$ cat src/rtl/frame_depack_p_if.sv
// frame_depack_p_if: byte-stream input and flat-frame output of the command-frame depacketiser.
// master = stream producer / frame consumer side, slave = the depacketiser.
interface frame_depack_p_if #(
  parameter int FRAME_LEN = 46
);
  logic                   in_valid;
  logic [7:0]             in_data;
  logic                   in_ready;
  logic [8*FRAME_LEN-1:0] frame_data;
  logic                   frame_valid;
  logic                   frame_ack;
  logic                   crc_err;
  logic                   to_err;
  logic [15:0]            err_cnt;

  modport master (
    output in_valid, in_data, frame_ack,
    input  in_ready, frame_data, frame_valid, crc_err, to_err, err_cnt
  );

  modport slave (
    input  in_valid, in_data, frame_ack,
    output in_ready, frame_data, frame_valid, crc_err, to_err, err_cnt
  );
endinterface

$ cat src/rtl/frame_depack_p.sv
// frame_depack_p: hunts a byte stream for HDR0/HDR1-headed frames with a trailing
// 8-bit additive checksum, sliding one byte per mismatch, and holds each verified
// frame on a flat bus until frame_ack. Byte 0 sits in the MSBs of frame_data.
// Optional feature: define DEPACK_TIMEOUT_EN to discard a partial frame after
// TIMEOUT_CYC idle clocks (pulses to_err); otherwise to_err is tied low.
module frame_depack_p #(
  parameter int         FRAME_LEN   = 46,
  parameter logic [7:0] HDR0        = 8'hEB,
  parameter logic [7:0] HDR1        = 8'h90,
  parameter int         TIMEOUT_CYC = 65535
) (
  input logic             clk,
  input logic             rst,
  frame_depack_p_if.slave bus
);

  localparam int FW = $clog2(FRAME_LEN + 1);
  localparam int BW = 8 * FRAME_LEN;

  typedef enum logic [2:0] {S_FILL, S_SUM, S_JUDGE, S_SLIDE, S_HOLD} state_t;

  state_t          state_q, state_d;
  logic [BW-1:0]   buf_q, buf_d;
  logic [FW-1:0]   fill_q, fill_d;
  logic [FW-1:0]   idx_q, idx_d;
  logic [7:0]      acc_q, acc_d;
  logic [BW-1:0]   fdata_q, fdata_d;
  logic            fvalid_q, fvalid_d;
  logic            crc_q, crc_d;
  logic [15:0]     err_q, err_d;
  logic            in_ready_q, in_ready_d;
  logic            accept_s;
  logic [7:0]      sel_byte_s;
`ifdef DEPACK_TIMEOUT_EN
  localparam int TW = $clog2(TIMEOUT_CYC + 1);
  logic [TW-1:0]   tcnt_q, tcnt_d;
  logic            to_q, to_d;
`endif

  assign accept_s = bus.in_valid && in_ready_q;

  // Select buf[idx] for the checksum accumulator.
  always_comb begin
    sel_byte_s = 8'h00;
    for (int i = 0; i < FRAME_LEN; i++) begin
      if (idx_q == FW'(i)) begin
        sel_byte_s = buf_q[8*(FRAME_LEN-1-i) +: 8];
      end else begin
        sel_byte_s = sel_byte_s;
      end
    end
  end

  // Next-state and datapath decode for FILL/SUM/JUDGE/SLIDE/HOLD.
  always_comb begin
    state_d  = state_q;
    buf_d    = buf_q;
    fill_d   = fill_q;
    idx_d    = idx_q;
    acc_d    = acc_q;
    fdata_d  = fdata_q;
    fvalid_d = fvalid_q;
    crc_d    = 1'b0;
    err_d    = err_q;
`ifdef DEPACK_TIMEOUT_EN
    tcnt_d   = TW'(0);
    to_d     = 1'b0;
`endif
    case (state_q)
      S_FILL: begin
        if (accept_s) begin
          for (int i = 0; i < FRAME_LEN; i++) begin
            if (fill_q == FW'(i)) begin
              buf_d[8*(FRAME_LEN-1-i) +: 8] = bus.in_data;
            end else begin
              buf_d[8*(FRAME_LEN-1-i) +: 8] = buf_d[8*(FRAME_LEN-1-i) +: 8];
            end
          end
          fill_d = fill_q + FW'(1);
          if (fill_q == FW'(FRAME_LEN - 1)) begin
            state_d = S_SUM;
            idx_d   = FW'(0);
            acc_d   = 8'h00;
          end else begin
            state_d = S_FILL;
          end
        end else begin
          state_d = S_FILL;
        end
`ifdef DEPACK_TIMEOUT_EN
        // Idle clocks only count while a partial frame is buffered.
        if (fill_q == FW'(0) || accept_s) begin
          tcnt_d = TW'(0);
        end else if (tcnt_q == TW'(TIMEOUT_CYC - 1)) begin
          tcnt_d = TW'(0);
          fill_d = FW'(0);
          to_d   = 1'b1;
        end else begin
          tcnt_d = tcnt_q + TW'(1);
        end
`endif
      end
      S_SUM: begin
        acc_d = acc_q + sel_byte_s;
        idx_d = idx_q + FW'(1);
        if (idx_q == FW'(FRAME_LEN - 2)) begin
          state_d = S_JUDGE;
        end else begin
          state_d = S_SUM;
        end
      end
      S_JUDGE: begin
        if (buf_q[BW-1 -: 8] != HDR0 || buf_q[BW-9 -: 8] != HDR1) begin
          state_d = S_SLIDE;
        end else if (acc_q != buf_q[7:0]) begin
          crc_d   = 1'b1;
          err_d   = (err_q == 16'hFFFF) ? err_q : err_q + 16'd1;
          state_d = S_SLIDE;
        end else begin
          fdata_d  = buf_q;
          fvalid_d = 1'b1;
          fill_d   = FW'(0);
          state_d  = S_HOLD;
        end
      end
      S_SLIDE: begin
        // Drop byte 0; the next accepted byte completes the window again.
        buf_d   = buf_q << 8;
        fill_d  = FW'(FRAME_LEN - 1);
        state_d = S_FILL;
      end
      S_HOLD: begin
        if (bus.frame_ack) begin
          fvalid_d = 1'b0;
          state_d  = S_FILL;
        end else begin
          state_d  = S_HOLD;
        end
      end
      default: begin
        state_d = S_FILL;
      end
    endcase
    in_ready_d = (state_d == S_FILL);
  end

  // State register.
  always_ff @(posedge clk) begin
    if (!rst) begin
      state_q <= S_FILL;
    end else begin
      state_q <= state_d;
    end
  end

  // Datapath and output registers.
  always_ff @(posedge clk) begin
    if (!rst) begin
      buf_q      <= '0;
      fill_q     <= FW'(0);
      idx_q      <= FW'(0);
      acc_q      <= 8'h00;
      fdata_q    <= '0;
      fvalid_q   <= 1'b0;
      crc_q      <= 1'b0;
      err_q      <= 16'h0000;
      in_ready_q <= 1'b0;
`ifdef DEPACK_TIMEOUT_EN
      tcnt_q     <= TW'(0);
      to_q       <= 1'b0;
`endif
    end else begin
      buf_q      <= buf_d;
      fill_q     <= fill_d;
      idx_q      <= idx_d;
      acc_q      <= acc_d;
      fdata_q    <= fdata_d;
      fvalid_q   <= fvalid_d;
      crc_q      <= crc_d;
      err_q      <= err_d;
      in_ready_q <= in_ready_d;
`ifdef DEPACK_TIMEOUT_EN
      tcnt_q     <= tcnt_d;
      to_q       <= to_d;
`endif
    end
  end

  assign bus.in_ready    = in_ready_q;
  assign bus.frame_data  = fdata_q;
  assign bus.frame_valid = fvalid_q;
  assign bus.crc_err     = crc_q;
  assign bus.err_cnt     = err_q;
`ifdef DEPACK_TIMEOUT_EN
  assign bus.to_err      = to_q;
`else
  assign bus.to_err      = 1'b0;
`endif

endmodule

$ cat src/flat_wrapper.sv
// flat-port wrapper written by rule: the top's interface ports become plain ports
module frame_depack_p_flat 
#(
  parameter int         FRAME_LEN   = 46,
  parameter logic [7:0] HDR0        = 8'hEB,
  parameter logic [7:0] HDR1        = 8'h90,
  parameter int         TIMEOUT_CYC = 65535
)
  (clk, rst, bus_in_valid, bus_in_data, bus_frame_ack, bus_in_ready, bus_frame_data, bus_frame_valid, bus_crc_err, bus_to_err, bus_err_cnt);
  frame_depack_p_if #(.FRAME_LEN(FRAME_LEN)) bus_i ();
  input logic clk;
  input logic rst;
  input wire logic [$bits(bus_i.in_valid)-1:0] bus_in_valid;
  input wire logic [$bits(bus_i.in_data)-1:0] bus_in_data;
  input wire logic [$bits(bus_i.frame_ack)-1:0] bus_frame_ack;
  output wire logic [$bits(bus_i.in_ready)-1:0] bus_in_ready;
  output wire logic [$bits(bus_i.frame_data)-1:0] bus_frame_data;
  output wire logic [$bits(bus_i.frame_valid)-1:0] bus_frame_valid;
  output wire logic [$bits(bus_i.crc_err)-1:0] bus_crc_err;
  output wire logic [$bits(bus_i.to_err)-1:0] bus_to_err;
  output wire logic [$bits(bus_i.err_cnt)-1:0] bus_err_cnt;
  assign bus_i.in_valid = bus_in_valid;
  assign bus_i.in_data = bus_in_data;
  assign bus_i.frame_ack = bus_frame_ack;
  assign bus_in_ready = bus_i.in_ready;
  assign bus_frame_data = bus_i.frame_data;
  assign bus_frame_valid = bus_i.frame_valid;
  assign bus_crc_err = bus_i.crc_err;
  assign bus_to_err = bus_i.to_err;
  assign bus_err_cnt = bus_i.err_cnt;
  frame_depack_p #(.FRAME_LEN(FRAME_LEN), .HDR0(HDR0), .HDR1(HDR1), .TIMEOUT_CYC(TIMEOUT_CYC)) u_core (.clk(clk), .rst(rst), .bus(bus_i));
endmodule
$ cat config.mk
export PLATFORM = sky130hd
export DESIGN_NAME = frame_depack_p_flat
export DESIGN_NICKNAME = d
export VERILOG_FILES = /design/src/rtl/frame_depack_p_if.sv /design/src/rtl/frame_depack_p.sv /design/src/flat_wrapper.sv
export SDC_FILE = /design/constraint.sdc
export NUM_CORES = 2
export LEC_CHECK = 0
export BUFFER_PORTS_ARGS = -buffer_cell sky130_fd_sc_hd__buf_2
export CAP_MARGIN = 15
export CORE_MARGIN = 2
export CORE_UTILIZATION = 31
export CTS_BUF_LIST = sky130_fd_sc_hd__clkbuf_2
export DETAILED_ROUTE_END_ITERATION = 8
export SLEW_MARGIN = 10
export SYNTH_ARGS = -nofsm -noshare
export SYNTH_HDL_FRONTEND = slang
export SYNTH_SLANG_ARGS = --single-unit
$ cat constraint.sdc
create_clock -name clk -period 5.8 [get_ports clk]
set_input_delay 0.58 -clock clk [delete_from_list [all_inputs] [get_ports clk]]
set_output_delay 0.58 -clock clk [all_outputs]
set_load 0.01 [all_outputs]
# ---- After elaboration in Yosys (flattened, before gate mapping)
# Cells that the tools add are included.
dict set report word_totals {
  reg_bits 778
  in_bits 12
  out_inout_bits 388
  word_cells 390
}
dict set report op_classes {
  add_sub_neg 4
  eq_ne 148
  mux 116
  bitwise 5
  n_reduce_logical 62
}
# cell count
set op_table {}
lappend op_table {{$mux 8} 94}
lappend op_table {{$pmux 368 s2} 1}
lappend op_table {{$mux 368} 1}
lappend op_table {{$eq 6x5->1 const B} 32}
lappend op_table {{$eq 6x6->1 const B} 28}
lappend op_table {{$reduce_and 3->1} 48}
lappend op_table {{$eq 6x4->1 const B} 16}
lappend op_table {{$ne 2x1->1 const B} 47}
lappend op_table {{$eq 6x3->1 const B} 8}
lappend op_table {{$mux 6} 5}
lappend op_table {{$eq 6x2->1 const B} 4}
lappend op_table {{$pmux 6 s3} 1}
lappend op_table {{$add 16x1->16 const B} 1}
lappend op_table {{$eq 16x16->1 const B} 1}
lappend op_table {{$ne 8x8->1 const B} 2}
lappend op_table {{$pmux 8 s2} 1}
lappend op_table {{$add 6x1->6 const B} 2}
lappend op_table {{$eq 6x1->1 const B} 2}
lappend op_table {{$logic_not 6->1} 2}
lappend op_table {{$pmux 3 s4} 1}
lappend op_table {{$pmux 6 s2} 1}
lappend op_table {{$reduce_and 4->1} 3}
lappend op_table {{$mux 3} 3}
lappend op_table {{$add 8x8->8} 1}
lappend op_table {{other kinds (15)} 30}

# ---- Logic depth before layout (Yosys ltp)
dict set report depth {
  ltp_word 49
  ltp_mapped 24
  mapped_depth_nobuf 22
}

# ---- Least setup slack after synthesis
# Ideal clock, no wire load.
dict set report synth_timing {
  path_type {register -> register}
  startpoint {register u_core.idx_q[0]}
  endpoint {register u_core.acc_q[7]}
  setup_ns 0.122
  arrival_time_ns 4.072
  required_time_ns 5.678
  setup_slack_ns 1.606
  stages_incl_launch_ff 23
  path_buffers 2
  period_less_slack_ns 4.194
  path_cell_list {dfxtp_1 inv_1 ha_1 clkbuf_1 buf_1 nand2_1 nand2_1 a221oi_1 o211ai_1 or3_1 o221ai_1 a211oi_1 a221o_1 ha_1 a21o_1 a21oi_1 nor2b_1 o21ai_0 a21oi_1 nor2_1 mux2i_1 and4_1 a311o_1}
}
dict set report synth_between {
  elab_chain_len 49
  elab_cells_between_ends 94
  classes_between {add/sub (1); eq/ne (45); mux (47); reduce/logical (1)}
}
# element line
set synth_rtl {}
lappend synth_rtl {{start: declaration} frame_depack_p.sv:25} ;# logic [FW-1:0] idx_q, idx_d;
lappend synth_rtl {{start signal: assignment} frame_depack_p.sv:175} ;# idx_q <= idx_d;
lappend synth_rtl {{$logic_not 6->1} frame_depack_p.sv:46} ;# if (idx_q == FW'(i)) begin
lappend synth_rtl {{$mux 8 (45 in a row)} frame_depack_p.sv:46}
lappend synth_rtl {{$mux 8 *} frame_depack_p.sv:46}
lappend synth_rtl {{$add 8x8->8 *} frame_depack_p.sv:104} ;# acc_d = acc_q + sel_byte_s;
lappend synth_rtl {{$pmux 8 s2 *} frame_depack_p.sv:69} ;# case (state_q)
lappend synth_rtl {{end signal: assignment} frame_depack_p.sv:162} ;# acc_q <= 8'h00;
lappend synth_rtl {{end signal: assignment} frame_depack_p.sv:176} ;# acc_q <= acc_d;
lappend synth_rtl {{end: declaration} frame_depack_p.sv:26} ;# logic [7:0] acc_q, acc_d;
# Mark *: on every way between the ends. The rest lies on a longest branch, timed or not.
# A chain may end at the register's enable or synchronous reset.

# ---- Final worst setup path
dict set report layout_timing {
  startpoint {register u_core.idx_q[2]}
  endpoint {register u_core.acc_q[7]}
}
# Same word-level chain as after synthesis.

==> metrics.yaml <==
status: "finished clean"
p_total_mw: 9.43
clockBufferDepth: 3
rows: 120
placedCellCount: 5931
num-nets-final: 4780
synth-seq-cells: 778
crit_path_max_fanout: 15
coreArea_mm2: 0.107
areaGrowthSynthToFinish_pct: 16.4
postPlaceCellArea_mm2: 0.0369
drv_slew: 0
p_leak_nw: 14.1
p_per_area_mw_per_mm2: 243
die_area_mm2: 0.110
postCtsSetupRepairBufs: 0
ys_warn_count: 0
multiInputGateArea_mm2: 0.0166
syn-num-nets: 4364
antenna_found_initial: 4
rr_worst_depth: 17
firstDrtPassIters: 9
fin_crit_sh_pct: 94.6
holdCritPathClass: "in2reg"
grt_setup_unrepaired: "no"
fmax_mhz: 182
postSynthCellCount: 4335
drtAntennaViolNets: 0
synth-async-reset-ratio_pct: 0
synthFlopType: "dfxtp_1"
worstSkewPairLatency_ps: 1550
fin_setup_tns_ps: 0
register_area_mm2: 0.0156
final_layout_size_suffix_gt1_share_pct: 17.3
vdd_drop_max_uv: 137
worstHoldPathCells: 3
worst_setup_path_start_kind: "flop"
hold_violations: 0
drtIter0Drc: 3940
fin_cells: 6283
yosysSeqAreaShare_pct: 46.6
finClkSkew_ps: 123
hpwl_mm: 103
cts_root_buf: "clkbuf_2"
grt_max_degree: 199
gp_congestion: 0.977
worst_setup_path_end_kind: "flop"
yosysUniqueCellTypes: 78
cap_violations: 0
synth.cell_area_mm2: 0.0334
track_usage_pct: 25.8
n_fill_cell: 11527
layout_commonest_cell: "nand2_1"
grt-ovfl-total: 0
io_pins: 400
clkTransAtPathRegs_ps: 110
num_vias: 35675
die_w_um: 332
route.detailed.drc: 0
tightest_slew_ps: 1200
wl_per_cell_um: 23.7
synth-edff-count: 0
cts_tree: "built"
period_minus_slack_ps: 5490
fin_util_pct: 36.4
die_h_um: 332
io_buffers: 398
routed_wl_mm: 149
final_area_mm2: 0.0389
worstPathArrival_ps: 6830
h-tree-depth: 4
final_cell_mix: "nand2_1 (1198), a21oi_1 (790), dfxtp_1 (778)"
relSlewSlack_pct: 17.9
setup_viol: 0
syn_area_per_cell_um2: 7.70
path_class: "reg2reg"
grt_pass1_wl_mm: 219
grt_pass1_vias: 33175
initial_utilization_pct: 31.2
cp.required_ps: 7140
cts-buffers-inserted: 203
vias_per_cell: 5.68
cts.sinks: 778
## routing by layer
layer  vias up  global-route usage [%]  share of wire, %  wire, µm
li1      16258                       -                 -         -
met1     17168                    34.1                42     62700
met2      1900                    40.6                45     67300
met3       347                    5.57               9.0     13400
met4         2                    10.9               3.7      5550
met5         -                       0            0.0087        13
## flip-flops by register name, indices dropped and copies added, names as in the netlist
signal	cells
u_core.bus.frame_data	368
u_core.buf_q	368
u_core.state_q	3
u_core.fill_q	6
u_core.idx_q	6
u_core.bus.frame_valid	1
u_core.bus.crc_err	1
u_core.bus.in_ready	1
u_core.bus.err_cnt	16
u_core.acc_q	8
## cells by family after synthesis
| logic type | after synthesis | synth area share [%] |
|---|---|---|
| AOI/OAI and AO/OA | 1448 | 26.5 |
| xor gates and xnor gates | 32 | 0.839 |
| adders and majority gates | 17 | 0.659 |
| other | 1 | 0.0112 |
| and+or+nand+nor | 1716 | 21.2 |
| DFF | 778 | 46.6 |
| buffers and inverters | 332 | 3.86 |
| muxes | 11 | 0.333 |
## per-stage QoR
stage | worst slack [ps] | hold slack (ps)
floorplan | 1610 | 444
global route | 96.2 | 130
detailed placement | 526 | 443
finish | 315 | 210
global placement | 596 | 441
CTS | 384 | 42.1
## report_power, final
part / switching [mW] / total, mW / internal, mW
clock network: 2.35 / 3.83 / 1.47
registers: 0.00762 / 5.35 / 5.34
logic: 0.210 / 0.250 / 0.0400
## synthesized netlist by cell type (all sizes together) (13+ instances only)
| cell type | instances | area (µm²) |
|---|---|---|
| or3 | 13 | 81.3 |
| nand2 | 1199 | 4500 |
| xor2 | 19 | 166 |
| a22oi | 392 | 2940 |
| nand3 | 52 | 260 |
| nand3b | 14 | 109 |
| a21oi | 791 | 3960 |
| nor2b | 13 | 81.3 |
| o221ai | 26 | 228 |
| clkbuf | 280 | 1050 |
| a2111oi | 16 | 140 |
| o22ai | 39 | 244 |
| ha | 16 | 200 |
| a221oi | 21 | 184 |
| dfxtp | 778 | 15600 |
| buf | 37 | 180 |
| o211ai | 14 | 105 |
| o21ai | 63 | 315 |
| nand4 | 16 | 100 |
| xnor2 | 13 | 114 |
| nor3 | 54 | 280 |
| and2 | 18 | 114 |
| inv | 15 | 56.3 |
| nor2 | 266 | 998 |
| and3 | 14 | 87.6 |
## cell type report
type	count	share of cell area, %
Sequential cell	778	40.1
Multi-Input combinational cell	3225	42.6
Clock inverter	46	0.798
Antenna cell	2	0.0129
Inverter	15	0.164
Tap cell	1403	4.52
Clock buffer	286	3.68
Timing Repair Buffer	528	8.17
## worst max-delay path: stages (launching register included)
cell       delay (ps)
dfxtp_1           520
nor2_1            550
buf_4             300
nand3_1           220
nor2_1            300
buf_4             210
o21ai_0           160
a2111oi_0        1080
a32oi_1           310
ha_1              400
nor2b_1           120
o21ai_0            70
buf_4             140
a21o_1            160
nor2_1            140
nand2_1            90
and4_1            200
a311o_1           300
## path summary, 6_finish.rpt
kind                                               startpoint                                endpoint  slack [ps]
worst min register to register  u_core.buf_q[29]$_SDFFE_PN0P_  u_core.bus.frame_data[29]$_SDFFE_PN0P_         450
worst max register to register   u_core.idx_q[2]$_SDFFE_PN0P_            u_core.acc_q[7]$_SDFFE_PN0P_         310
worst min-delay path                                      rst           u_core.fill_q[3]$_SDFFE_PN0P_         210
worst max-delay path             u_core.idx_q[2]$_SDFFE_PN0P_            u_core.acc_q[7]$_SDFFE_PN0P_         310
## repair_timing
| action | 4_1_cts | 5_1_grt |
|---|---|---|
| setup endpoints to repair | 0 | 1 |
| resized for setup | 0 | 1 |
| hold buffers | 18 | 0 |
| endpoints found under the hold margin | 398 | 0 |
(Power assumes the default switching activity.)
